### src/rtl/trig_pulse_shaper.sv
// Two independent trigger channels: rising-edge detect, programmable delay,
// fixed-width output pulse and hold-off dead time, each with a saturating issue counter.
module trig_pulse_shaper #(
    parameter int TMR   = 0,
    parameter int CNT_W = 16
) (
    input  logic             CLK,
    input  logic             RST,
    input  logic             LCT_IN,
    input  logic             GTRG_IN,
    input  logic             ENA,
    input  logic [3:0]       LCT_DLY,
    input  logic [3:0]       GTRG_DLY,
    input  logic [2:0]       PW,
    input  logic [3:0]       HOLDOFF,
    input  logic             CNT_CLR,
    output logic             LCT_OUT,
    output logic             GTRG_OUT,
    output logic [CNT_W-1:0] LCT_CNT,
    output logic [CNT_W-1:0] GTRG_CNT,
    output logic             BUSY
);

    typedef enum logic [1:0] {IDLE, DELAY, PULSE, HOLD} state_t;

    localparam int NCOPY = (TMR != 0) ? 3 : 1;
    localparam logic [CNT_W-1:0] CNT_MAX = '1;

    logic [1:0]       trig_in;
    logic [3:0]       dly_in [2];
    logic [1:0]       pulse_out;
    logic [1:0]       busy_ch;
    logic [CNT_W-1:0] cnt_out [2];
    logic [2:0]       pw_sel;

    assign trig_in   = {GTRG_IN, LCT_IN};
    assign dly_in[0] = LCT_DLY;
    assign dly_in[1] = GTRG_DLY;
    assign pw_sel    = (PW == 3'd0) ? 3'd1 : PW;

    genvar gi;
    generate
        for (gi = 0; gi < 2; gi++) begin : g_ch
            state_t           state_reg, state_next;
            logic             in_q_reg;
            logic [3:0]       tmr_reg, tmr_next;
            logic [2:0]       pw_lat_reg, pw_lat_next;
            logic [3:0]       hold_lat_reg, hold_lat_next;
            logic             out_reg;
            logic             edge_det;
            logic             enter_pulse;
            logic [CNT_W-1:0] cnt_copy_reg [NCOPY];
            logic [CNT_W-1:0] cnt_voted;
            logic [CNT_W-1:0] cnt_next;

            assign edge_det = trig_in[gi] & ~in_q_reg;

            // One shared down-counter times the delay, pulse and hold-off phases.
            always_comb begin
                state_next    = state_reg;
                tmr_next      = tmr_reg;
                pw_lat_next   = pw_lat_reg;
                hold_lat_next = hold_lat_reg;
                enter_pulse   = 1'b0;
                case (state_reg)
                    IDLE: begin
                        if (edge_det && ENA) begin
                            pw_lat_next   = pw_sel;
                            hold_lat_next = HOLDOFF;
                            if (dly_in[gi] == 4'd0) begin
                                state_next  = PULSE;
                                enter_pulse = 1'b1;
                                tmr_next    = {1'b0, pw_sel - 3'd1};
                            end else begin
                                state_next = DELAY;
                                tmr_next   = dly_in[gi] - 4'd1;
                            end
                        end
                    end
                    DELAY: begin
                        if (tmr_reg == 4'd0) begin
                            state_next  = PULSE;
                            enter_pulse = 1'b1;
                            tmr_next    = {1'b0, pw_lat_reg - 3'd1};
                        end else begin
                            tmr_next = tmr_reg - 4'd1;
                        end
                    end
                    PULSE: begin
                        if (tmr_reg == 4'd0) begin
                            if (hold_lat_reg != 4'd0) begin
                                state_next = HOLD;
                                tmr_next   = hold_lat_reg - 4'd1;
                            end else begin
                                state_next = IDLE;
                            end
                        end else begin
                            tmr_next = tmr_reg - 4'd1;
                        end
                    end
                    HOLD: begin
                        if (tmr_reg == 4'd0) begin
                            state_next = IDLE;
                        end else begin
                            tmr_next = tmr_reg - 4'd1;
                        end
                    end
                    default: state_next = IDLE;
                endcase
            end

            if (NCOPY == 3) begin : g_vote
                assign cnt_voted = (cnt_copy_reg[0] & cnt_copy_reg[1]) |
                                   (cnt_copy_reg[1] & cnt_copy_reg[2]) |
                                   (cnt_copy_reg[0] & cnt_copy_reg[2]);
            end else begin : g_single
                assign cnt_voted = cnt_copy_reg[0];
            end

            // Clear has priority over a coincident increment.
            always_comb begin
                cnt_next = cnt_voted;
                if (CNT_CLR) begin
                    cnt_next = '0;
                end else if (enter_pulse && (cnt_voted != CNT_MAX)) begin
                    cnt_next = cnt_voted + CNT_W'(1);
                end
            end

            always_ff @(posedge CLK or posedge RST) begin
                if (RST) begin
                    state_reg    <= IDLE;
                    in_q_reg     <= 1'b1;
                    tmr_reg      <= 4'd0;
                    pw_lat_reg   <= 3'd0;
                    hold_lat_reg <= 4'd0;
                    out_reg      <= 1'b0;
                    for (int i = 0; i < NCOPY; i++) begin
                        cnt_copy_reg[i] <= '0;
                    end
                end else begin
                    state_reg    <= state_next;
                    in_q_reg     <= trig_in[gi];
                    tmr_reg      <= tmr_next;
                    pw_lat_reg   <= pw_lat_next;
                    hold_lat_reg <= hold_lat_next;
                    out_reg      <= (state_next == PULSE);
                    for (int i = 0; i < NCOPY; i++) begin
                        cnt_copy_reg[i] <= cnt_next;
                    end
                end
            end

            assign pulse_out[gi] = out_reg;
            assign busy_ch[gi]   = (state_reg != IDLE);
            assign cnt_out[gi]   = cnt_voted;
        end
    endgenerate

    assign LCT_OUT  = pulse_out[0];
    assign GTRG_OUT = pulse_out[1];
    assign LCT_CNT  = cnt_out[0];
    assign GTRG_CNT = cnt_out[1];
    assign BUSY     = |busy_ch;

endmodule

### config.mk
export PLATFORM = sky130hd
export DESIGN_NAME = trig_pulse_shaper
export DESIGN_NICKNAME = d
export VERILOG_FILES = /design/src/rtl/trig_pulse_shaper.sv
export SDC_FILE = /design/constraint.sdc
export NUM_CORES = 1
export LEC_CHECK = 0
export BUFFER_PORTS_ARGS = -buffer_cell sky130_fd_sc_hd__buf_2
export CORE_MARGIN = 10
export CORE_UTILIZATION = 62
export DETAILED_ROUTE_END_ITERATION = 6
export GPL_TIMING_DRIVEN = 0
export PLACE_DENSITY_LB_ADDON = 0.15
export SKIP_CTS_REPAIR_TIMING = 1
export SYNTH_ARGS = -nofsm -noshare
export SYNTH_HDL_FRONTEND = slang
export SYNTH_SLANG_ARGS = --single-unit
### constraint.sdc
create_clock -name CLK -period 5.8 [get_ports CLK]
set_clock_uncertainty 0.1 [all_clocks]
set_input_delay 1.16 -clock CLK [delete_from_list [all_inputs] [get_ports CLK]]
set_output_delay 1.16 -clock CLK [all_outputs]
set_load 0.01 [all_outputs]
==> results of run 1 <==
-- stage by stage --
step,util (%),setup WS (ns),power [uW]
2_1_floorplan,-,2.85,1060
3_3_place_gp,70.0,2.27,1200
3_5_place_dp,70.3,2.54,1220
4_1_cts,73.7,2.91,1620
5_1_grt,73.7,2.72,1740
6_report,73.7,2.90,1620
-- power groups by stage --
stage	Clock, uW	Combinational [uW]	Sequential, uW
finish	394	596	631
global route	420	676	647
CTS	396	592	628
detailed placement	0	582	636
global placement	0	565	631
floorplan	0	448	614
-- metal layers --
layer	track usage, %	up-vias	share of wire, %
li1	-	1628	-
met1	24.3	1674	42
met2	31.6	123	49
met3	6.34	19	7.0
met4	8.84	0	1.9
met5	0	-	0
-- worst reg2reg max path, cell delays in order, from the launching register on --
cell and delay (ns):
dfrtp_1 0.42, inv_1 0.09, ha_1 0.20, or3b_1 0.48, o22ai_4 0.25, o2111a_1 0.23, buf_6 0.14, nand4_1 0.11
mux2_1 0.33
-- cell usage after synthesis, types with 2 or more instances --
cell type	number	area [um2]
a21oi_1	24	120
a22o_1	2	17.5
a22oi_1	2	15.0
a31o_2	3	26.3
a31oi_1	5	31.3
a32oi_1	2	17.5
and3_1	2	12.5
buf_6	4	45.0
clkbuf_1	7	26.3
dfrtp_1	60	1500
dfstp_2	2	52.6
ha_1	15	188
inv_1	31	116
mux2_2	11	124
mux2i_1	3	30.0
nand2_1	36	135
nand2b_1	5	31.3
nand3_1	11	55.1
nand3b_1	4	30.0
nand4_1	11	68.8
nor2_1	36	135
nor2b_1	7	43.8
nor3_1	11	55.1
nor3b_1	4	30.0
nor4_1	10	62.6
nor4b_1	3	26.3
o211ai_1	4	30.0
o21ai_0	26	130
o22ai_1	2	12.5
o31ai_1	5	37.5
o32ai_1	3	26.3
or2_2	2	12.5
or3_1	11	68.8
or3b_1	2	17.5
or4_1	5	37.5
xnor2_1	12	105
xor2_1	7	61.3
-- final timing paths --
check	start	to	slack (ns)	cells past startpoint
max reg2reg	g_ch[1].tmr_reg[0]$_DFFE_PP0P_	GTRG_CNT[9]$_DFFE_PP0P_	3.34	8
min	g_ch[0].pw_lat_reg[1]$_DFFE_PP0P_	g_ch[0].pw_lat_reg[1]$_DFFE_PP0P_	0.41	2
min reg2reg	g_ch[0].pw_lat_reg[1]$_DFFE_PP0P_	g_ch[0].pw_lat_reg[1]$_DFFE_PP0P_	0.41	2
max in group asynchronous	RST	g_ch[1].tmr_reg[3]$_DFFE_PP0P_	4.16	3
max	LCT_DLY[0]	LCT_CNT[9]$_DFFE_PP0P_	2.90	8
min in group asynchronous	RST	LCT_CNT[12]$_DFFE_PP0P_	0.83	2
-- cells by family (layout without fill, tap and decap cells) --
kind of cell    Yosys count  count (layout)  share of synthesized area [%]
mux                      15              15                           4.37
buf+inv                  44             115                           5.53
simple gates            168             168                           24.0
flops                    62              62                           41.1
xor+xnor                 19              19                           4.40
compound gates           90              90                           15.6
fa+ha+maj                15              15                           4.97
-- area by class of cell --
type                    instances  area, um2  share of cell area [%]
inverters                      31        116                    2.67
multi-input cells             307       2020                    46.2
plain buffers                  13       92.6                    2.12
flip-flops and latches         62       1550                    35.6
clock buffers                  12        155                    3.56
repair buffers                 55        290                    6.65
well taps                      75       93.8                    2.15
clock inverters                 4       45.0                    1.03
==> flow_summary.toml, run 1 <==
[global_route]
grt_max_degree = 36
grt_pass1_vias = 3376
grt_overflow = 0
antenna_found_initial = 0
grt_pass1_wl_um = 16200
grtUsageTotal_pct = 19.9

[cells_and_area]
nFillCells = 452
layout_common_cells = "60 x dfrtp_1, 54 x buf_2, 36 x nor2_1, 36 x nand2_1, 30 x inv_1"
final_nets = 515
final_common_cell = "dfrtp_1"
fin_cells = 559
areaGrowthSynthToFinish_pct = 15.5
insertedDiodeCount = 0
drive_gt1_share_pct = 20.2
fin_area_um2 = 4360

[worst_setup_path]
crit_arrival_ns = 3.08
critPathKind = "in -> reg"
critPathCaptureType = "flop"
cp.required_ns = 5.99
path_buf_inv = 2
worstSetupStartpointType = "input port"
worst-path-max-fanout = 6
slowest_stage = "or4_1"
slowest_delay_ns = 0.47
crit_chain = "buf_2, inv_1, ha_1, nor3b_4, a31oi_1, or2_2, or4_1, a21oi_1"
cpLargestDelayFamily = "simple AND/OR/NAND/NOR gates"

[power]
pwr-share-seq_pct = 38.9
combPwrFrac_pct = 36.8
power_leakage_uw = 0.00197
ir_drop_mv = 0.242
internal-power_uw = 1010
powerDensity_nw_per_um2 = 372
swShare_pct = 37.5
switchingPower_uw = 608
p_clk_share_pct = 24.3

[synth]
syn_inst = 413
synth_seq_cells = 62
synthArstFlopShare_pct = 100
synth_fp_nets = 449
synthFlopType = "dfrtp_1"
ys_types = 60
syn_area_per_cell_um2 = 9.15
synth_warnings = 0
seq_area_frac_synth_pct = 41.1
synth_area_um2 = 3780
synth_edf_count = 0

[detailed_routing]
drt_iter0_drc = 216
viasPerCell = 6.16
drc_errors = 0
ant_nets = 0
drtPass1Iterations = 5
vias = 3444
drt-total-wl_um = 9530
wl_per_cell_um = 17.0

[timing]
fin_crit_ns = 2.90
relSlewSlack_pct = 49.3
tightest_slew_ns = 0.760
setup_viol = 0
rsz0062_at_grt = "false"
final-hold-violation-count = 0
whs_ns = 0.415
tns_ns = 0
slew_violations = 0
period_share_pct = 50.0
max_freq_ghz = 0.345

[clock_tree]
htree_levels = 3
cts_buffers = 9
cts_root_buf = "clkbuf_8"
clk_pin_slew_worst_paths_ns = 0.07
clockBufferDepth = 2
clock_latency_ns = 0.36
cts_sinks = 62
cts_tree = "built"

[floorplan]
rows = 28
die_w_um = 98.1
coreArea_um2 = 5920
start_util_pct = 63.8
dieArea_um2 = 9620
io_pins = 56
dieHeight_um = 98.1

[placed_design]
placed_cells = 543
placed_area_um2 = 4160
port_buffers = 54
gp_congestion = 0.927
dp_hpwl_um = 6860

[status]
status = "finished, final reports clean"

[flow_run]
drv_cap = 0

[worst_hold_path]
hold_class = "reg -> reg"
No activity file was read; power rests on OpenSTA's default activity.
==> run 2: changes to the inputs <==
- CORE_UTILIZATION: 62 -> 52
- clock period: 5.8 -> 2.6 ns (I/O delays scaled with it)
==> run 2 against run 1 <==
Design area rose by 0.75%. Critical endpoint is now GTRG_CNT[9]$_DFFE_PP0P_. Critical path type is now reg -> reg. Non-clock buffer count did not move. Routed wire length fell by 3.4%. Highest routed layer unchanged.
==> flow_summary.toml, run 2 (synthesis gave the netlist of run 1 again) <==
[status]
status = "finished, final reports clean"

[placed_design]
dp_slack_ns = -0.00906
placed_area_um2 = 4190
port_buffers = 54
gp_congestion = 0.875
dp_hpwl_um = 6890

[detailed_routing]
drtPass1Iterations = 4
vias = 3331
viasPerCell = 5.71
drt_iter0_drc = 140
drt-total-wl_um = 9200
ant_nets = 0
drc_errors = 0
wl_per_cell_um = 15.8

[floorplan]
dieHeight_um = 105
io_pins = 56
start_util_pct = 52.7
coreArea_um2 = 7180
die_w_um = 105
dieArea_um2 = 11100
rows = 31

[clock_tree]
clockBufferDepth = 2
clock_latency_ns = 0.35
cts_buffers = 9
htree_levels = 3
clk_pin_slew_worst_paths_ns = 0.08
cts_tree = "built"
cts_root_buf = "clkbuf_8"
cts_sinks = 62

[worst_hold_path]
hold_class = "in -> async"

[cells_and_area]
areaGrowthSynthToFinish_pct = 16.3
fin_area_um2 = 4400
final_nets = 515
insertedDiodeCount = 0
final_common_cell = "dfrtp_1"
layout_common_cells = "60 x dfrtp_1, 54 x buf_2, 36 x nor2_1, 36 x nand2_1, 30 x inv_1"
drive_gt1_share_pct = 20.5

[timing]
slew_violations = 0
final-hold-violation-count = 0
fin_crit_ns = 2.42
period_share_pct = 93.1
max_freq_ghz = 0.413
tightest_slew_ns = 0.688
rsz0062_at_grt = "false"
setup_ws_ns = 0.180
relSlewSlack_pct = 53.6
whs_ns = 0.0766
setup_viol = 0

[global_route]
grtUsageTotal_pct = 16.6
grt_max_degree = 43
grt_pass1_wl_um = 15500
antenna_found_initial = 0
grt_overflow = 0
grt_pass1_vias = 3244

[worst_setup_path]
worstSetupStartpointType = "flop"
critPathCaptureType = "flop"
worst-path-max-fanout = 9
crit_arrival_ns = 2.56
critPathKind = "reg -> reg"
cp.required_ns = 2.74

[flow_run]
drv_cap = 0

[power]
ir_drop_mv = 0.472
power_leakage_uw = 0.00196
powerDensity_nw_per_um2 = 820
-- run 2: changes by cell type in the layout (fill, tap and decap cells not counted) --
cell / delta
clkinv_4: +1
or3b_1: -1
clkinvlp_4: +2
or3b_4: +1
clkinv_2: -2
clkbuf_8: -1
-- run 2: final cells by class --
type	instances	area [um2]
clock inverter	5	58.8
clock buffer	11	141
sequential	62	1550
tap	99	124
buffer	13	92.6
inverter	31	116
multi-input combinational	307	2020
fill	628	2780
timing repair buffer	55	290
-- run 2: where the power goes --
part	switching (uW)	internal (uW)
registers	203	1200
clock network	412	469
logic	748	578
total	1360	2240
-- run 2: final timing paths --
path | startpoint | endpoint | slack, ns | cells after the start
max in group asynchronous | RST | GTRG_OUT$_DFF_PP0_ | 1.74 | 3
worst max register to register | g_ch[1].tmr_reg[0]$_DFFE_PP0P_ | GTRG_CNT[9]$_DFFE_PP0P_ | 0.18 | 8
worst max-delay path | g_ch[1].tmr_reg[0]$_DFFE_PP0P_ | GTRG_CNT[9]$_DFFE_PP0P_ | 0.18 | 8
worst min register to register | g_ch[0].pw_lat_reg[1]$_DFFE_PP0P_ | g_ch[0].pw_lat_reg[1]$_DFFE_PP0P_ | 0.40 | 2
min in group CLK | GTRG_IN | g_ch[1].in_q_reg$_DFF_PP1_ | 0.18 | 1
worst min-delay path | RST | LCT_CNT[12]$_DFFE_PP0P_ | 0.08 | 2
-- run 2: worst max-delay path, stage by stage, from the launching register on --
cell and delay (ns):
dfrtp_1 0.43, inv_1 0.10, ha_1 0.21, or3b_4 0.44, o22ai_4 0.22, o2111a_1 0.24, buf_6 0.14, nand4_1 0.11
mux2_1 0.33
-- run 2: through the flow --
step	TNS [ns]	instances	power, uW	util, %
floorplan	0	413	2370	-
global placement	-19.41	566	2680	58.2
detailed placement	-0.00906	567	2710	58.4
CTS	0	583	3610	61.2
global route	0	583	3850	61.3
finish	0	583	3610	61.3
-- run 2: layer usage --
metal | track usage [%] | up-vias | wire length, um
li1 | - | 1640 | -
met1 | 20.8 | 1584 | 4210
met2 | 26.8 | 96 | 4330
met3 | 4.69 | 11 | 534
met4 | 6.18 | 0 | 123
met5 | 0 | - | 0
